### src/rtl/icache_param.sv
// Parametrised read-only instruction cache (LINES sets x WAYS ways x WORDS words).
// Optional critical-word early restart: define ICACHE_EARLY_RESP_EN.
module icache_param #(
    parameter int LINES = 4,
    parameter int WORDS = 4,
    parameter int WAYS  = 1
) (
    input  logic        clk,
    input  logic        resetn,
    input  logic        req_valid,
    input  logic [31:0] req_addr,
    output logic        req_ready,
    output logic        resp_valid,
    output logic [31:0] resp_inst,
    input  logic        flush,
    output logic        axi_start,
    output logic [31:0] axi_addr,
    output logic [7:0]  axi_len,
    input  logic [31:0] axi_rdata,
    input  logic        axi_rvalid,
    input  logic        axi_done,
    input  logic        axi_busy,
    output logic [31:0] hit_cnt,
    output logic [31:0] miss_cnt
);

    localparam int WRD_W  = $clog2(WORDS);
    localparam int OFF_W  = WRD_W + 2;
    localparam int IDX_W  = $clog2(LINES);
    localparam int LINE_W = 32 - OFF_W;
    localparam int TAG_W  = LINE_W - IDX_W;
    localparam int CNT_W  = WRD_W + 1;

    generate
        if (WAYS != 1 && WAYS != 2) begin : g_bad_ways
            $error("icache_param: WAYS must be 1 or 2");
        end
    endgenerate

    typedef enum logic {IDLE, REFILL} state_t;
    state_t state_q, state_d;

    logic [31:0]      data_q [WAYS][LINES][WORDS];
    logic [TAG_W-1:0] tags_q [WAYS][LINES];

    logic [LINES-1:0][WAYS-1:0] valid_q;
    logic [LINES-1:0]           lru_q;

    logic              resp_valid_q;
    logic [31:0]       resp_inst_q;
    logic              axi_start_q;
    logic [31:0]       axi_addr_q;
    logic [31:0]       hit_cnt_q;
    logic [31:0]       miss_cnt_q;
    logic              flush_pend_q;
    logic [CNT_W-1:0]  beat_cnt_q;
    logic              started_q;
    logic [LINE_W-1:0] line_q;
    logic [WRD_W-1:0]  wsel_q;
    logic              victim_q;
    logic [31:0]       crit_q;
`ifdef ICACHE_EARLY_RESP_EN
    logic              early_q;
`endif

    logic [IDX_W-1:0] req_idx;
    logic [TAG_W-1:0] req_tag;
    logic [WRD_W-1:0] req_word;
    logic             unused_addr_bits;

    assign req_idx          = req_addr[OFF_W+IDX_W-1:OFF_W];
    assign req_tag          = req_addr[31:OFF_W+IDX_W];
    assign req_word         = req_addr[OFF_W-1:2];
    assign unused_addr_bits = ^req_addr[1:0];

    logic [IDX_W-1:0] idx_r;
    logic [TAG_W-1:0] tag_r;

    assign idx_r = line_q[IDX_W-1:0];
    assign tag_r = line_q[LINE_W-1:IDX_W];

    logic [WAYS-1:0] hit_vec;
    logic            hit_way;
    logic            victim;
    logic            hit;
    logic [31:0]     hit_word;

    // A simultaneous flush forces the lookup to miss and the victim to way 0.
    always_comb begin
        hit_vec = '0;
        hit_way = 1'b0;
        victim  = (WAYS == 2) ? lru_q[req_idx] : 1'b0;
        for (int w = 0; w < WAYS; w++) begin
            hit_vec[w] = valid_q[req_idx][w] && (tags_q[w][req_idx] == req_tag);
            if (hit_vec[w]) hit_way = 1'(w);
        end
        for (int w = WAYS - 1; w >= 0; w--) begin
            if (!valid_q[req_idx][w]) victim = 1'(w);
        end
        if (flush) victim = 1'b0;
    end

    assign hit      = (|hit_vec) && !flush;
    assign hit_word = data_q[hit_way][req_idx][req_word];

    logic             refill_st;
    logic             beat_wr;
    logic [WRD_W-1:0] beat_idx;
    logic             crit_beat;
    logic             done_ev;
    logic [CNT_W-1:0] beats_total;
    logic             fill_full;
    logic             commit;

    assign refill_st   = (state_q == REFILL);
    assign beat_wr     = refill_st && started_q && axi_rvalid && (beat_cnt_q < CNT_W'(WORDS));
    assign beat_idx    = beat_cnt_q[WRD_W-1:0];
    assign crit_beat   = beat_wr && (beat_idx == wsel_q);
    assign done_ev     = refill_st && started_q && axi_done;
    assign beats_total = beat_cnt_q + CNT_W'(beat_wr);
    assign fill_full   = (beats_total == CNT_W'(WORDS));
    assign commit      = done_ev && fill_full && !flush_pend_q && !flush;

`ifndef ICACHE_EARLY_RESP_EN
    logic [31:0] crit_word;
    assign crit_word = crit_beat ? axi_rdata : crit_q;
`endif

    always_ff @(posedge clk or negedge resetn) begin
        if (!resetn) state_q <= IDLE;
        else         state_q <= state_d;
    end

    always_comb begin
        state_d = state_q;
        case (state_q)
            IDLE:    if (req_valid && !hit) state_d = REFILL;
            REFILL:  if (done_ev) state_d = IDLE;
            default: state_d = IDLE;
        endcase
    end

    always_ff @(posedge clk or negedge resetn) begin
        if (!resetn) begin
            resp_valid_q <= 1'b0;
            resp_inst_q  <= '0;
            axi_start_q  <= 1'b0;
            axi_addr_q   <= '0;
            hit_cnt_q    <= '0;
            miss_cnt_q   <= '0;
            flush_pend_q <= 1'b0;
            beat_cnt_q   <= '0;
            started_q    <= 1'b0;
            valid_q      <= '0;
            lru_q        <= '0;
            line_q       <= '0;
            wsel_q       <= '0;
            victim_q     <= 1'b0;
            crit_q       <= '0;
`ifdef ICACHE_EARLY_RESP_EN
            early_q      <= 1'b0;
`endif
        end else begin
            resp_valid_q <= 1'b0;
            axi_start_q  <= 1'b0;
            case (state_q)
                IDLE: begin
                    if (flush) begin
                        valid_q <= '0;
                        lru_q   <= '0;
                    end
                    if (req_valid) begin
                        line_q <= req_addr[31:OFF_W];
                        wsel_q <= req_word;
                        if (hit) begin
                            resp_valid_q <= 1'b1;
                            resp_inst_q  <= hit_word;
                            hit_cnt_q    <= hit_cnt_q + 32'd1;
                            if (WAYS == 2) lru_q[req_idx] <= ~hit_way;
                        end else begin
                            miss_cnt_q <= miss_cnt_q + 32'd1;
                            beat_cnt_q <= '0;
                            started_q  <= 1'b0;
                            victim_q   <= victim;
                            crit_q     <= '0;
                            // The victim's old contents are overwritten beat by beat.
                            valid_q[req_idx][victim] <= 1'b0;
`ifdef ICACHE_EARLY_RESP_EN
                            early_q    <= 1'b0;
`endif
                        end
                    end
                end
                REFILL: begin
                    if (flush) flush_pend_q <= 1'b1;
                    if (!started_q && !axi_busy) begin
                        axi_start_q <= 1'b1;
                        axi_addr_q  <= {line_q, {OFF_W{1'b0}}};
                        started_q   <= 1'b1;
                    end
                    if (beat_wr) begin
                        beat_cnt_q <= beat_cnt_q + CNT_W'(1);
                        if (crit_beat) crit_q <= axi_rdata;
`ifdef ICACHE_EARLY_RESP_EN
                        if (crit_beat) begin
                            resp_valid_q <= 1'b1;
                            resp_inst_q  <= axi_rdata;
                            early_q      <= 1'b1;
                        end
`endif
                    end
                    if (done_ev) begin
                        started_q    <= 1'b0;
                        flush_pend_q <= 1'b0;
                        if (flush_pend_q || flush) begin
                            valid_q <= '0;
                            lru_q   <= '0;
                        end else if (fill_full) begin
                            valid_q[idx_r][victim_q] <= 1'b1;
                            if (WAYS == 2) lru_q[idx_r] <= ~victim_q;
                        end
`ifdef ICACHE_EARLY_RESP_EN
                        if (!early_q && !crit_beat) begin
                            resp_valid_q <= 1'b1;
                            resp_inst_q  <= crit_q;
                        end
`else
                        resp_valid_q <= 1'b1;
                        resp_inst_q  <= crit_word;
`endif
                    end
                end
                default: ;
            endcase
        end
    end

    // Line storage carries no reset; validity is tracked separately.
    always_ff @(posedge clk) begin
        if (beat_wr) data_q[victim_q][idx_r][beat_idx] <= axi_rdata;
        if (commit)  tags_q[victim_q][idx_r] <= tag_r;
    end

    assign req_ready  = (state_q == IDLE);
    assign resp_valid = resp_valid_q;
    assign resp_inst  = resp_inst_q;
    assign axi_start  = axi_start_q;
    assign axi_addr   = axi_addr_q;
    assign axi_len    = 8'(WORDS);
    assign hit_cnt    = hit_cnt_q;
    assign miss_cnt   = miss_cnt_q;

endmodule

### config.mk
export PLATFORM = sky130hd
export DESIGN_NAME = icache_param
export DESIGN_NICKNAME = d
export VERILOG_FILES = /design/src/rtl/icache_param.sv
export SDC_FILE = /design/constraint.sdc
export NUM_CORES = 1
export LEC_CHECK = 0
export CAP_MARGIN = 20
export CORE_MARGIN = 5
export CORE_UTILIZATION = 50
export DETAILED_ROUTE_END_ITERATION = 10
export DONT_BUFFER_PORTS = 1
export HOLD_SLACK_MARGIN = 0.03
export PLACE_DENSITY = 0.68
export SLEW_MARGIN = 20
export SYNTH_ARGS = -nofsm -noshare
export SYNTH_HDL_FRONTEND = slang
export SYNTH_SLANG_ARGS = --single-unit
### constraint.sdc
create_clock -name clk -period 4.15 [get_ports clk]
set_clock_uncertainty 0.1 [all_clocks]
set_input_delay 0.83 -clock clk [delete_from_list [all_inputs] [get_ports clk]]
set_output_delay 0.83 -clock clk [all_outputs]
set_load 0.05 [all_outputs]
Word-level counts from Yosys, hierarchy flattened
Memory sizes are Yosys's and may differ from the RTL's.
Index checks and enable logic that the tools add are counted.
W data, S select, Z words.
- flip-flop bits (word level): 198
- RAM bits: 616
- bits of input ports: 71
- logic and storage cells: 147
- memories kept: 2
- memories (name ; words ; width ; read ports ; clocked after Yosys merged registers in ; write ports ; line ; RTL):
    data_q ; 1 ; 512 ; 1 ; 0 ; 1 ; 43 ; logic [31:0] data_q [WAYS][LINES][WORDS];
    tags_q ; 1 ; 104 ; 1 ; 0 ; 1 ; 44 ; logic [TAG_W-1:0] tags_q [WAYS][LINES];
- $add $sub $neg: 4
- magnitude comparators: 11
- eq/ne operators: 10
- muxes and demuxes: 62
- bitwise logic cells: 9
- reduce and logical (&&, ||, !) cells: 32
- operator list (kind ; count):
    $mux W512 ; 1
    $mux W128 ; 3
    $mux W32 ; 10
    $bmux W128 S2 ; 1
    $demux W128 S2 ; 1
    $pmux W32 S2 ; 2
    $mux W104 ; 1
    $mux W26 ; 3
    $add A32 B1 Y32 const B ; 2
    $bmux W32 S2 ; 1
    $demux W32 S2 ; 1
    $bmux W26 S2 ; 1
    $demux W26 S2 ; 1
    $mux W4 ; 7
    $eq A26 B26 Y1 ; 1
    $mux W1 ; 18
    $logic_and A1 B1 Y1 ; 16
    $reduce_and A3 Y1 ; 5
    $ge A3 B3 Y1 const B ; 4
    $not A2 Y3 ; 4
    $mux W3 ; 3
    $pmux W4 S2 ; 1
    $reduce_and A2 Y1 ; 4
    $lt A2 B3 Y1 const B ; 2
    other kinds (21) ; 35

Longest topological paths before layout
Gate-level depths: netlist (run 1).
- word-level depth: 11
- gate-level depth with buffers: 14

Worst setup path after synthesis (run 1)
Ideal clock, no wire load.
- path kind: input port to flip-flop
- from: in axi_rvalid
- to: reg valid_q[0] in the netlist's numbering
- setup time: 0.084 ns
- arrival time: 4.313 ns
- required time: 3.966 ns
- setup slack: -0.347 ns
- stages: 9
- path buffers: 0
- cells stage by stage: nand2_1 > nor3_1 > ha_1 > ha_1 > nor2_1 > nand4_1 > nor3_1 > o21ai_0 > a21oi_1
- longest elaborated chain between the ends: 6
- RTL lines (element ; line ; RTL):
    from (decl) ; 20 ; input logic axi_rvalid,
    $logic_and A1 B1 Y1 (2 in a row) ; 116 ; assign beat_wr = refill_st && started_q && axi_rvalid && (beat_cnt_q < CNT_W'(WORDS));
    $add A3 B1 Y3 ; 120 ; assign beats_total = beat_cnt_q + CNT_W'(beat_wr);
    $eq A3 B3 Y1 ; 121 ; assign fill_full = (beats_total == CNT_W'(WORDS));
    $ne A3 B1 Y1 (no source line) ; -- ;
    $reduce_and A2 Y1 (no source line) ; -- ;
    to (signal assigned) ; 154 ; valid_q <= '0;
    to (signal assigned) ; 169 ; valid_q <= '0;
    to (signal, indexed assignment) ; 187 ; valid_q[req_idx][victim] <= 1'b0;
    to (decl) ; 46 ; logic [LINES-1:0][WAYS-1:0] valid_q;
No other way between the ends.
A chain may end at the register's enable or synchronous reset.

Worst setup path in the final report (run 1)
- from: in req_addr[4]
- to: reg hit_cnt_q[23], in the netlist hit_cnt[23]
- longest elaborated chain between the ends: 8
- elaborated cells between the ends (all ways): 10
- RTL lines (element ; line ; RTL):
    from (decl) ; 11 ; input logic [31:0] req_addr,
    $not A2 Y3 (implied by the code) ; 94 ; hit_vec[w] = valid_q[req_idx][w] && (tags_q[w][req_idx] == req_tag);
    $bmux W26 S2 ; 94 ;
    $mux W26 (implied by the code) (2 in a row) ; 94 ;
    $eq A26 B26 Y1 ; 94 ;
    $logic_and A1 B1 Y1 (*) ; 94 ;
    $logic_and A1 B1 Y1 (*) ; 103 ; assign hit = (|hit_vec) && !flush;
    $reduce_and A3 Y1 (no source line) (*) ; -- ;
    to (signal assigned) ; 178 ; hit_cnt_q <= hit_cnt_q + 32'd1;
    to (decl) ; 53 ; logic [31:0] hit_cnt_q;
Every way passes the cells marked *; elsewhere a longest branch is shown, timed or not. The select of a mux whose other input is x is not followed.

==> results.cfg, run 1 <==
[routing]
wl_per_cell_um = 26.4
drc = 0
wirelength_um = 72000
dr_wl_met3_um = 6060
dr.pass1.iters = 5
vias = 16600
wl_met1_um = 29600
drt_iter0_drc = 1668
vias_per_cell = 6.08
top_layer_used = met4
antenna_left = 0
dr_wl_met2_um = 35000

[logic_synthesis]
synth_seq_cells = 814
synth_top_family_by_area = multiplexers
synth_compound_area_frac = 0.0293
synth_edf_count = 616
synth_cells = 1780
synthArstFlopShare = 0.243
syn-cell-area_mm2 = 0.0323
muxShareOfSynthArea = 0.151
synthAdderAreaFrac = 0.00310
synth-simple-area-share = 0.0493
syn_avg_cell_area_um2 = 18.1
ys_types = 49
seq_area_frac_synth = 0.726
synthXorXnorAreaFrac = 0.0244
ys_warn_count = 0
synth_top_flop_cell = edfxtp_1

[sta]
fin_hold_ws_ns = -0.205
worst_pin_slew_ns = 1.13
finalSetupViolCount = 0
slew_violations = 0
slew_headroom = 0.247
fin_ws_ns = 0.570
hold_violations = 198
final.setup.tns_ns = 0
min_period_over_period = 0.863
rsz0062_at_grt = no
fmax_ghz = 0.279
period_needed_ns = 3.58

[pwr]
power.leakage_nw = 12.8
p_per_area_mw_per_mm2 = 584
vdd_drop_max_mv = 0.461

[floorplan]
core_mm2 = 0.0642
initial_core_util = 0.503
core.rowCount = 93
die_y_um = 264
die_area_mm2 = 0.0698
io_pins = 210
dieWidth_um = 264

[clock_network]
clk_latency_ns = 0.63
cts_max_level = 3
clock_path_buffers = 3
path_clk_slew_ns = 0.06
cts_root_buffer = clkbuf_16
cts.sinks = 814
cts_tree = done
cts_resized = 0
postCtsSetupBuffers = 0
cts-buffers-inserted = 82

[place]
gp_congestion = 0.816
dpl.hpwl_um = 38700
port_buffers = 0
place_ws_ns = 0.452

[layout]
drive_above_1_share = 0.210
fill_cells = 4834
area_growth_pct = 11.7
multi_input_area_mm2 = 0.00853
antenna_cells = 0
nets = 1882
finish.utilization = 0.562
seqCellArea_mm2 = 0.0235

[setup_path]
cpMostUsedCell = nand4_1
cp_max_fo = 176
cp-end-kind = flop
crit_arrival_ns = 3.94
crit_required_ns = 4.51
cp_slowest_cell = mux4_2
cpPeakStageDelay_ns = 0.65
worstSetupPathType = input pin to flop
path_cells = mux4_2 -> a22oi_1 -> nand4_1 -> nor4_1 -> o2111ai_1 -> nor3_4 -> buf_12 -> nand4_1 -> xnor2_1
start_kind = input pin

[job]
cap_violations = 0

[global_route]
grt_max_degree = 199
antenna_found_initial = 0
grt_use_total = 0.206
grt_pass1_vias = 17100
grt_pass1_wl_um = 110000
overflow = 0

[min_path]
min_path_type = input pin to asynchronous set/reset pin

[status]
status = finished with violations
violations = negative hold slack
==> path summary, 6_finish.rpt <==
kind                               startpoint             to  slack [ns]  cells past startpoint
worst max-delay path              req_addr[4]    hit_cnt[23]        0.57                      9
worst max register to register   tags_q[0][9]    hit_cnt[23]        0.88                      9
max in group asynchronous              resetn     crit_q[31]        3.79                      0
min in group clk                axi_rdata[14]  data_q[0][14]        0.20                      0
worst min-delay path                   resetn   axi_addr[20]       -0.20                      0
worst min register to register      crit_q[4]      crit_q[4]        0.38                      1
==> worst max-delay path, delay by kind of cell <==
family	cells	cell delay [ns]
multiplexers	1	0.65
AND/OR/NAND/NOR	4	1.00
buffers and inverters	1	0.30
XOR/XNOR	1	0.17
AO/OA/AOI/OAI	2	0.65
==> cells in the mapped netlist, drive strengths merged (3+ instances only) <==
cell | n | area share
nor2b | 4 | 0.00077
ha | 8 | 0.0031
a21oi | 39 | 0.0060
nor3 | 23 | 0.0039
nand2 | 108 | 0.013
nor2 | 99 | 0.012
a22oi | 37 | 0.0086
mux2i | 62 | 0.019
nand4 | 30 | 0.0058
or2 | 3 | 0.00058
mux2 | 32 | 0.011
dfrtp | 198 | 0.15
and4 | 5 | 0.0014
nor3b | 3 | 0.00070
xnor2 | 45 | 0.012
buf | 56 | 0.0097
xor2 | 45 | 0.012
inv | 10 | 0.0012
nand3 | 26 | 0.0040
o211ai | 3 | 0.00070
o21ai | 12 | 0.0019
clkbuf | 49 | 0.0057
mux4 | 173 | 0.12
a21o | 34 | 0.0079
nor4 | 10 | 0.0019
edfxtp | 616 | 0.57
nand2b | 5 | 0.00097
and3 | 12 | 0.0023
and2 | 11 | 0.0021
==> state kept, by name, indices dropped and copies added, names as in the netlist <==
signal / flops
data_q: 512
tags_q: 104
crit_q: 32
hit_cnt: 32
miss_cnt: 32
resp_inst: 32
axi_addr: 28
line_q: 28
valid_q: 4
beat_cnt_q: 3
wsel_q: 2
axi_start: 1
flush_pend_q: 1
refill_st: 1
resp_valid: 1
started_q: 1
==> power by group <==
part	internal (mW)	switching, mW	leakage (nW)	total (mW)
clock network	4.15	3.04	1.29	7.20
registers	9.65	1.82	7.99	11.5
logic	1.06	1.33	3.53	2.40
==> placed cells by master (no fill, tap or decap), types with 10 or more instances in the layout <==
| cell | Yosys | final |
|---|---|---|
| a21oi_1 | 39 | 39 |
| buf_4 | 19 | 26 |
| nand3_1 | 26 | 25 |
| o21ai_0 | 12 | 12 |
| clkbuf_1 | 49 | 25 |
| nand4_1 | 30 | 30 |
| nand2_1 | 107 | 107 |
| nor4_1 | 10 | 10 |
| nor3_1 | 22 | 16 |
| nor2_4 | 0 | 13 |
| edfxtp_1 | 616 | 616 |
| a21o_1 | 34 | 34 |
| xnor2_1 | 45 | 45 |
| nor2_1 | 99 | 83 |
| inv_1 | 10 | 10 |
| dfrtp_1 | 198 | 198 |
| a22oi_1 | 37 | 37 |
| mux4_2 | 173 | 173 |
| clkinv_2 | 0 | 15 |
| and2_1 | 11 | 11 |
| conb_1 | 2 | 12 |
| clkbuf_16 | 0 | 84 |
| and3_1 | 12 | 12 |
| xor2_1 | 45 | 45 |
| mux2_2 | 32 | 32 |
| mux2i_1 | 62 | 62 |
==> routing by layer <==
metal | global-route usage | vias up
met1 | 0.290 | 8862
met5 | 0 | -
met4 | 0.0459 | 0
met2 | 0.332 | 620
li1 | - | 6997
met3 | 0.0531 | 98
==> logic make-up after synthesis <==
| family | Yosys count |
|---|---|
| DFF | 814 |
| buffers and inverters | 117 |
| muxes | 267 |
| AOI/OAI and AO/OA | 140 |
| adders and majority gates | 8 |
| other | 2 |
| xor gates and xnor gates | 90 |
| and+or+nand+nor | 342 |
==> per-stage QoR <==
| step | total power [mW] | area [um2] | instances | hold slack [ns] |
|---|---|---|---|---|
| floorplan | 13.2 | 32400 | 1790 | 0.349 |
| global placement | 13.9 | 33500 | 2574 | 0.358 |
| detailed placement | 14.1 | 33500 | 2574 | 0.366 |
| CTS | 21.2 | 36100 | 2726 | -0.239 |
| global route | 21.9 | 36100 | 2726 | -0.247 |
| finish | 21.1 | 36100 | 2726 | -0.205 |
==> layout make-up <==
class | instances | area share
tap | 855 | 0.0296
inverter | 12 | 0.00128
sequential | 814 | 0.650
multi-input combinational | 859 | 0.236
clock buffer | 117 | 0.0639
timing repair buffer | 34 | 0.00984
clock inverter | 35 | 0.00939
(Power assumes the default switching activity.)
==> run 2: changes to the inputs <==
- CORE_UTILIZATION: 50 -> 59
- CTS_BUF_LIST: not set -> sky130_fd_sc_hd__clkbuf_2
- MAX_ROUTING_LAYER: not set -> met4
- PLACE_DENSITY: 0.68 -> 0.78
==> run 2 against run 1 <==
- the flow still finishes with violations (negative hold slack)
- critical path type unchanged
- hold slack got worse by 0.78 ns
- non-clock buffer count rose by 129
- total power fell by 6.9%
- critical endpoint is now valid_q[1]
- fmax fell by 11%
- sequential share of layout area fell by 0.70 points
- global-route usage rose by 5.8 points
- wire length rose by 4.3%
- worst setup slack got worse by 0.46 ns
==> results.cfg, run 2 (same netlist as run 1, synthesis figures left out) <==
[clock_network]
clk_latency_ns = 1.41
cts_max_level = 4
clock_path_buffers = 3
cts.sinks = 814
cts_resized = 0
cts-buffers-inserted = 190
cts_tree = done
cts_root_buffer = clkbuf_2
path_clk_slew_ns = 0.11
cts_hold_repair.buffers = 130
postCtsSetupBuffers = 0

[layout]
drive_above_1_share = 0.272
fill_cells = 3455
final_cell_mix = edfxtp_1 (616), clkbuf_2 (303), dfrtp_1 (198)
nets = 2119
regMostFlops = data_q
reg_top3 = data_q (512), tags_q (104)
stdcell_count = 2907
layout_commonest_cell = edfxtp_1
largest_register_ffs = 512
area_growth_pct = 13.0

[routing]
wirelength_um = 75100
vias = 18000
antenna_left = 0
wl_per_cell_um = 25.8
drc = 0
drt_iter0_drc = 1696
vias_per_cell = 6.18
dr.pass1.iters = 6

[setup_path]
crit_required_ns = 5.33
start_kind = input pin
worstSetupPathType = input pin to flop
cp-end-kind = flop
cpPeakStageDelay_ns = 0.95
cp_slowest_cell = dlygate4sd3_1
reg2reg_setup_slack_ns = 0.12
crit_arrival_ns = 5.23
cpMostUsedCell = dlygate4sd3_1
cp_max_fo = 151
path_cells = dlygate4sd3_1 -> inv_1 -> a2111oi_0 -> or4_1 -> nor4_1 -> o2111ai_1 -> o211ai_1 -> nor2_1 -> dlygate4sd3_1 -> a21oi_1 -> dlygate4sd3_1

[sta]
slew_violations = 0
hold_violations = 198
final.setup.tns_ns = 0
worst_pin_slew_ns = 1.11
finalSetupViolCount = 0
min_period_over_period = 0.974
slew_headroom = 0.260
fin_hold_ws_ns = -0.983
period_needed_ns = 4.04
fmax_ghz = 0.247
rsz0062_at_grt = no

[pwr]
vdd_drop_max_mv = 0.312
p_per_area_mw_per_mm2 = 538
power.leakage_nw = 13.5
total_power_mw = 19.6

[global_route]
grt_pass1_vias = 19000
use_met2 = 0.416
grt_util_met3 = 0.0737
grt_pass1_wl_um = 115000
grt_use_total = 0.265
use_met1 = 0.337
antenna_found_initial = 9
grt_max_degree = 199
grt.busiest_layer = met2
overflow = 0

[floorplan]
die_y_um = 244
core.rowCount = 85
dieWidth_um = 244
core_mm2 = 0.0540
io_pins = 210
initial_core_util = 0.598
die_area_mm2 = 0.0595

[job]
cap_violations = 0

[status]
violations = negative hold slack
status = finished with violations

[min_path]
min_path_type = input pin to asynchronous set/reset pin

[place]
port_buffers = 0
dpl.hpwl_um = 39300
dp_cells = 2414
gp_congestion = 0.821
## run 2: layer usage
layer / routed length (um) / vias to the layer above
met5: 0 / -
met4: 1960 / 0
met3: 7960 / 149
met2: 37600 / 1018
met1: 27600 / 9138
li1: - / 7665
## run 2: metrics by stage
step / cell area [um2] / hold WS [ns] / utilization / setup slack, ns
after floorplan: 32400 / 0.349 / - / 0.363
after global placement: 33300 / 0.358 / 0.616 / 0.475
after detailed placement: 33300 / 0.365 / 0.616 / 0.382
after CTS: 36500 / -1.16 / 0.675 / 0.334
after global routing: 36500 / -1.04 / 0.675 / 0.0363
final: 36500 / -0.983 / 0.675 / 0.107
## run 2: worst max-delay path: cells and delay by family
family	cells	cell delay [ns]
buffers and inverters	4	2.48
AND/OR/NAND/NOR	3	0.89
AO/OA/AOI/OAI	4	0.97
## run 2: cell type report
cell class	instances	area, um2	share of cell area
well taps	696	871	0.0239
repair buffers	163	1750	0.0479
clock buffers	303	1520	0.0416
diodes	11	27.5	0.000754
clock inverters	49	304	0.00833
inverters	12	46.3	0.00127
multi-input cells	859	8530	0.234
flip-flops and latches	814	23500	0.643
## run 2: final timing paths
path | start | endpoint | cells past startpoint
max | req_addr[4] | valid_q[1] | 11
min | resetn | axi_addr[12] | 0
max reg2reg | tags_q[0][87] | valid_q[1] | 10
min reg2reg | crit_q[26] | crit_q[26] | 1
max in group asynchronous | resetn | crit_q[19] | 0
min in group clk | req_addr[23] | hit_cnt[0] | 7
## run 2: power by group
part           internal (mW)  switching (mW)  total (mW)
logic                   1.35            1.56        2.91
registers               9.64            1.86        11.5
clock network           2.13            3.09        5.22
total                   13.1            6.51        19.6
==> run 3: changes to the inputs <==
- CORE_UTILIZATION: 59 -> 52
- PLACE_DENSITY: 0.78 -> 0.7
==> run 3 against run 2 <==
- the run still ends with negative hold slack left
- non-clock buffer count is 4 higher
- clock power is 3% higher
- total power is 0.60% higher
- critical path depth is 1 lower
- die area is 13% higher
- utilization is 7.9 points lower
- hold slack better by 0.057 ns
- global-route usage is 3.0 points lower
- sequential power hardly changed
- fmax is 3.0% higher
- largest cell class unchanged
==> results.cfg, run 3 (same netlist as run 1, synthesis figures left out) <==
[routing]
vias_per_cell = 5.82
dr.pass1.iters = 7
vias = 17800
antenna_left = 0
drc = 0
wl_per_cell_um = 24.7
wirelength_um = 75400
drt_iter0_drc = 1746

[setup_path]
cp_slowest_cell = dlygate4sd3_1
path_buf_inv = 2
path_delay_family = buffers and inverters
start_kind = flop
path_cells = mux4_2 -> a22oi_1 -> nand4_1 -> nor4_1 -> o2111ai_1 -> o211ai_1 -> nor2_1 -> dlygate4sd3_1 -> a21oi_1 -> dlygate4sd3_1
cp_max_fo = 2
cp-end-kind = flop
crit_required_ns = 5.29
cpPeakStageDelay_ns = 0.60
worstSetupPathType = flop to flop
cpMostUsedCell = dlygate4sd3_1
crit_arrival_ns = 5.07

[global_route]
grt_max_degree = 199
use_met1 = 0.314
grt_pass1_wl_um = 115000
grt_util_met3 = 0.0629
antenna_found_initial = 4
grt.busiest_layer = met2
overflow = 0
grt_pass1_vias = 18600
grt_use_total = 0.235
use_met2 = 0.362

[clock_network]
cts_root_buffer = clkbuf_2
postCtsSetupBuffers = 0
cts_max_level = 4
cts_tree = done
cts.sinks = 814
clock_path_buffers = 3
cts_hold_repair.buffers = 135
cts-buffers-inserted = 192
clk_latency_ns = 1.37
path_clk_slew_ns = 0.12
cts_resized = 0

[layout]
reg_top3 = data_q (512), tags_q (104)
layout_commonest_cell = edfxtp_1
nets = 2125
stdcell_count = 3053
largest_register_ffs = 512
regMostFlops = data_q
fill_cells = 4552
final_cell_mix = edfxtp_1 (616), clkbuf_2 (307), dfrtp_1 (198)
multi_input_area_mm2 = 0.00853
area_growth_pct = 13.7
seqCellArea_mm2 = 0.0235
design_area_mm2 = 0.0367
drive_above_1_share = 0.271

[pwr]
p_per_area_mw_per_mm2 = 537
power.leakage_nw = 13.5
vdd_drop_max_mv = 0.427

[sta]
slew_headroom = 0.235
fmax_ghz = 0.255
hold_violations = 198
period_needed_ns = 3.93
final.setup.tns_ns = 0
worst_pin_slew_ns = 1.14
rsz0062_at_grt = no
finalSetupViolCount = 0
fin_hold_ws_ns = -0.926
min_period_over_period = 0.946
slew_violations = 0

[job]
cap_violations = 0

[floorplan]
die_y_um = 259
initial_core_util = 0.524
io_pins = 210
dieWidth_um = 259
core_mm2 = 0.0616
die_area_mm2 = 0.0672
core.rowCount = 91

[status]
status = finished with violations
violations = negative hold slack

[place]
post_dp_cell_area_mm2 = 0.0334
gp_congestion = 0.772
dp_cells = 2554
dpl.hpwl_um = 38100
port_buffers = 0

[min_path]
min_path_type = input pin to asynchronous set/reset pin
-- run 3: changes by cell type in the layout (fill, tap and decap cells not counted), sizes merged --
cell / previous run / this run
diode: 11 / 4
clkinv: 41 / 46
dlygate4sd3: 125 / 130
clkbuf: 303 / 307
clkinvlp: 3 / 1
buf: 38 / 37
bufinv: 3 / 4
-- run 3: metrics by stage --
| step | total power [mW] | setup slack (ns) | utilization |
|---|---|---|---|
| 2_1_floorplan | 13.2 | 0.363 | - |
| 3_3_place_gp | 13.9 | 0.401 | 0.542 |
| 3_5_place_dp | 14.1 | 0.361 | 0.542 |
| 4_1_cts | 19.9 | 0.251 | 0.596 |
| 5_1_grt | 20.7 | 0.0701 | 0.596 |
| 6_report | 19.7 | 0.223 | 0.596 |
-- run 3: final timing paths --
path	startpoint	slack [ns]	cells after the start	to
worst max-delay path	tags_q[0][35]	0.22	10	valid_q[1]
worst min-delay path	resetn	-0.93	0	axi_addr[6]
worst max register to register	tags_q[0][35]	0.22	10	valid_q[1]
worst min register to register	crit_q[13]	0.39	1	crit_q[13]
max in group asynchronous	resetn	4.47	0	crit_q[14]
min in group clk	req_addr[21]	0.20	6	refill_st
-- run 3: where the power goes --
part	internal, mW	switching [mW]	total (mW)
Combinational	1.36	1.56	2.91
Sequential	9.64	1.83	11.5
Clock	2.23	3.13	5.36
-- run 3: routing by layer --
layer,vias up,part of all wire
met3,112,0.095
met4,0,0.019
li1,7653,-
met2,784,0.49
met5,-,0
met1,9218,0.40
-- run 3: worst register-to-register path, delay by kind of cell, from the launching register on --
kind	cells	cell delay, ns
AOI/OAI and AO/OA	4	1.14
and+or+nand+nor	3	0.55
muxes	1	0.46
DFF	1	0.39
buffers and inverters	2	1.16
-- run 3: area by class of cell --
type | count | share of cell area
Sequential cell | 814 | 0.639
Multi-Input combinational cell | 859 | 0.232
Timing Repair Buffer | 167 | 0.0478
Clock buffer | 307 | 0.0418
Tap cell | 837 | 0.0285
Clock inverter | 53 | 0.00971
Inverter | 12 | 0.00126
Antenna cell | 4 | 0.000273
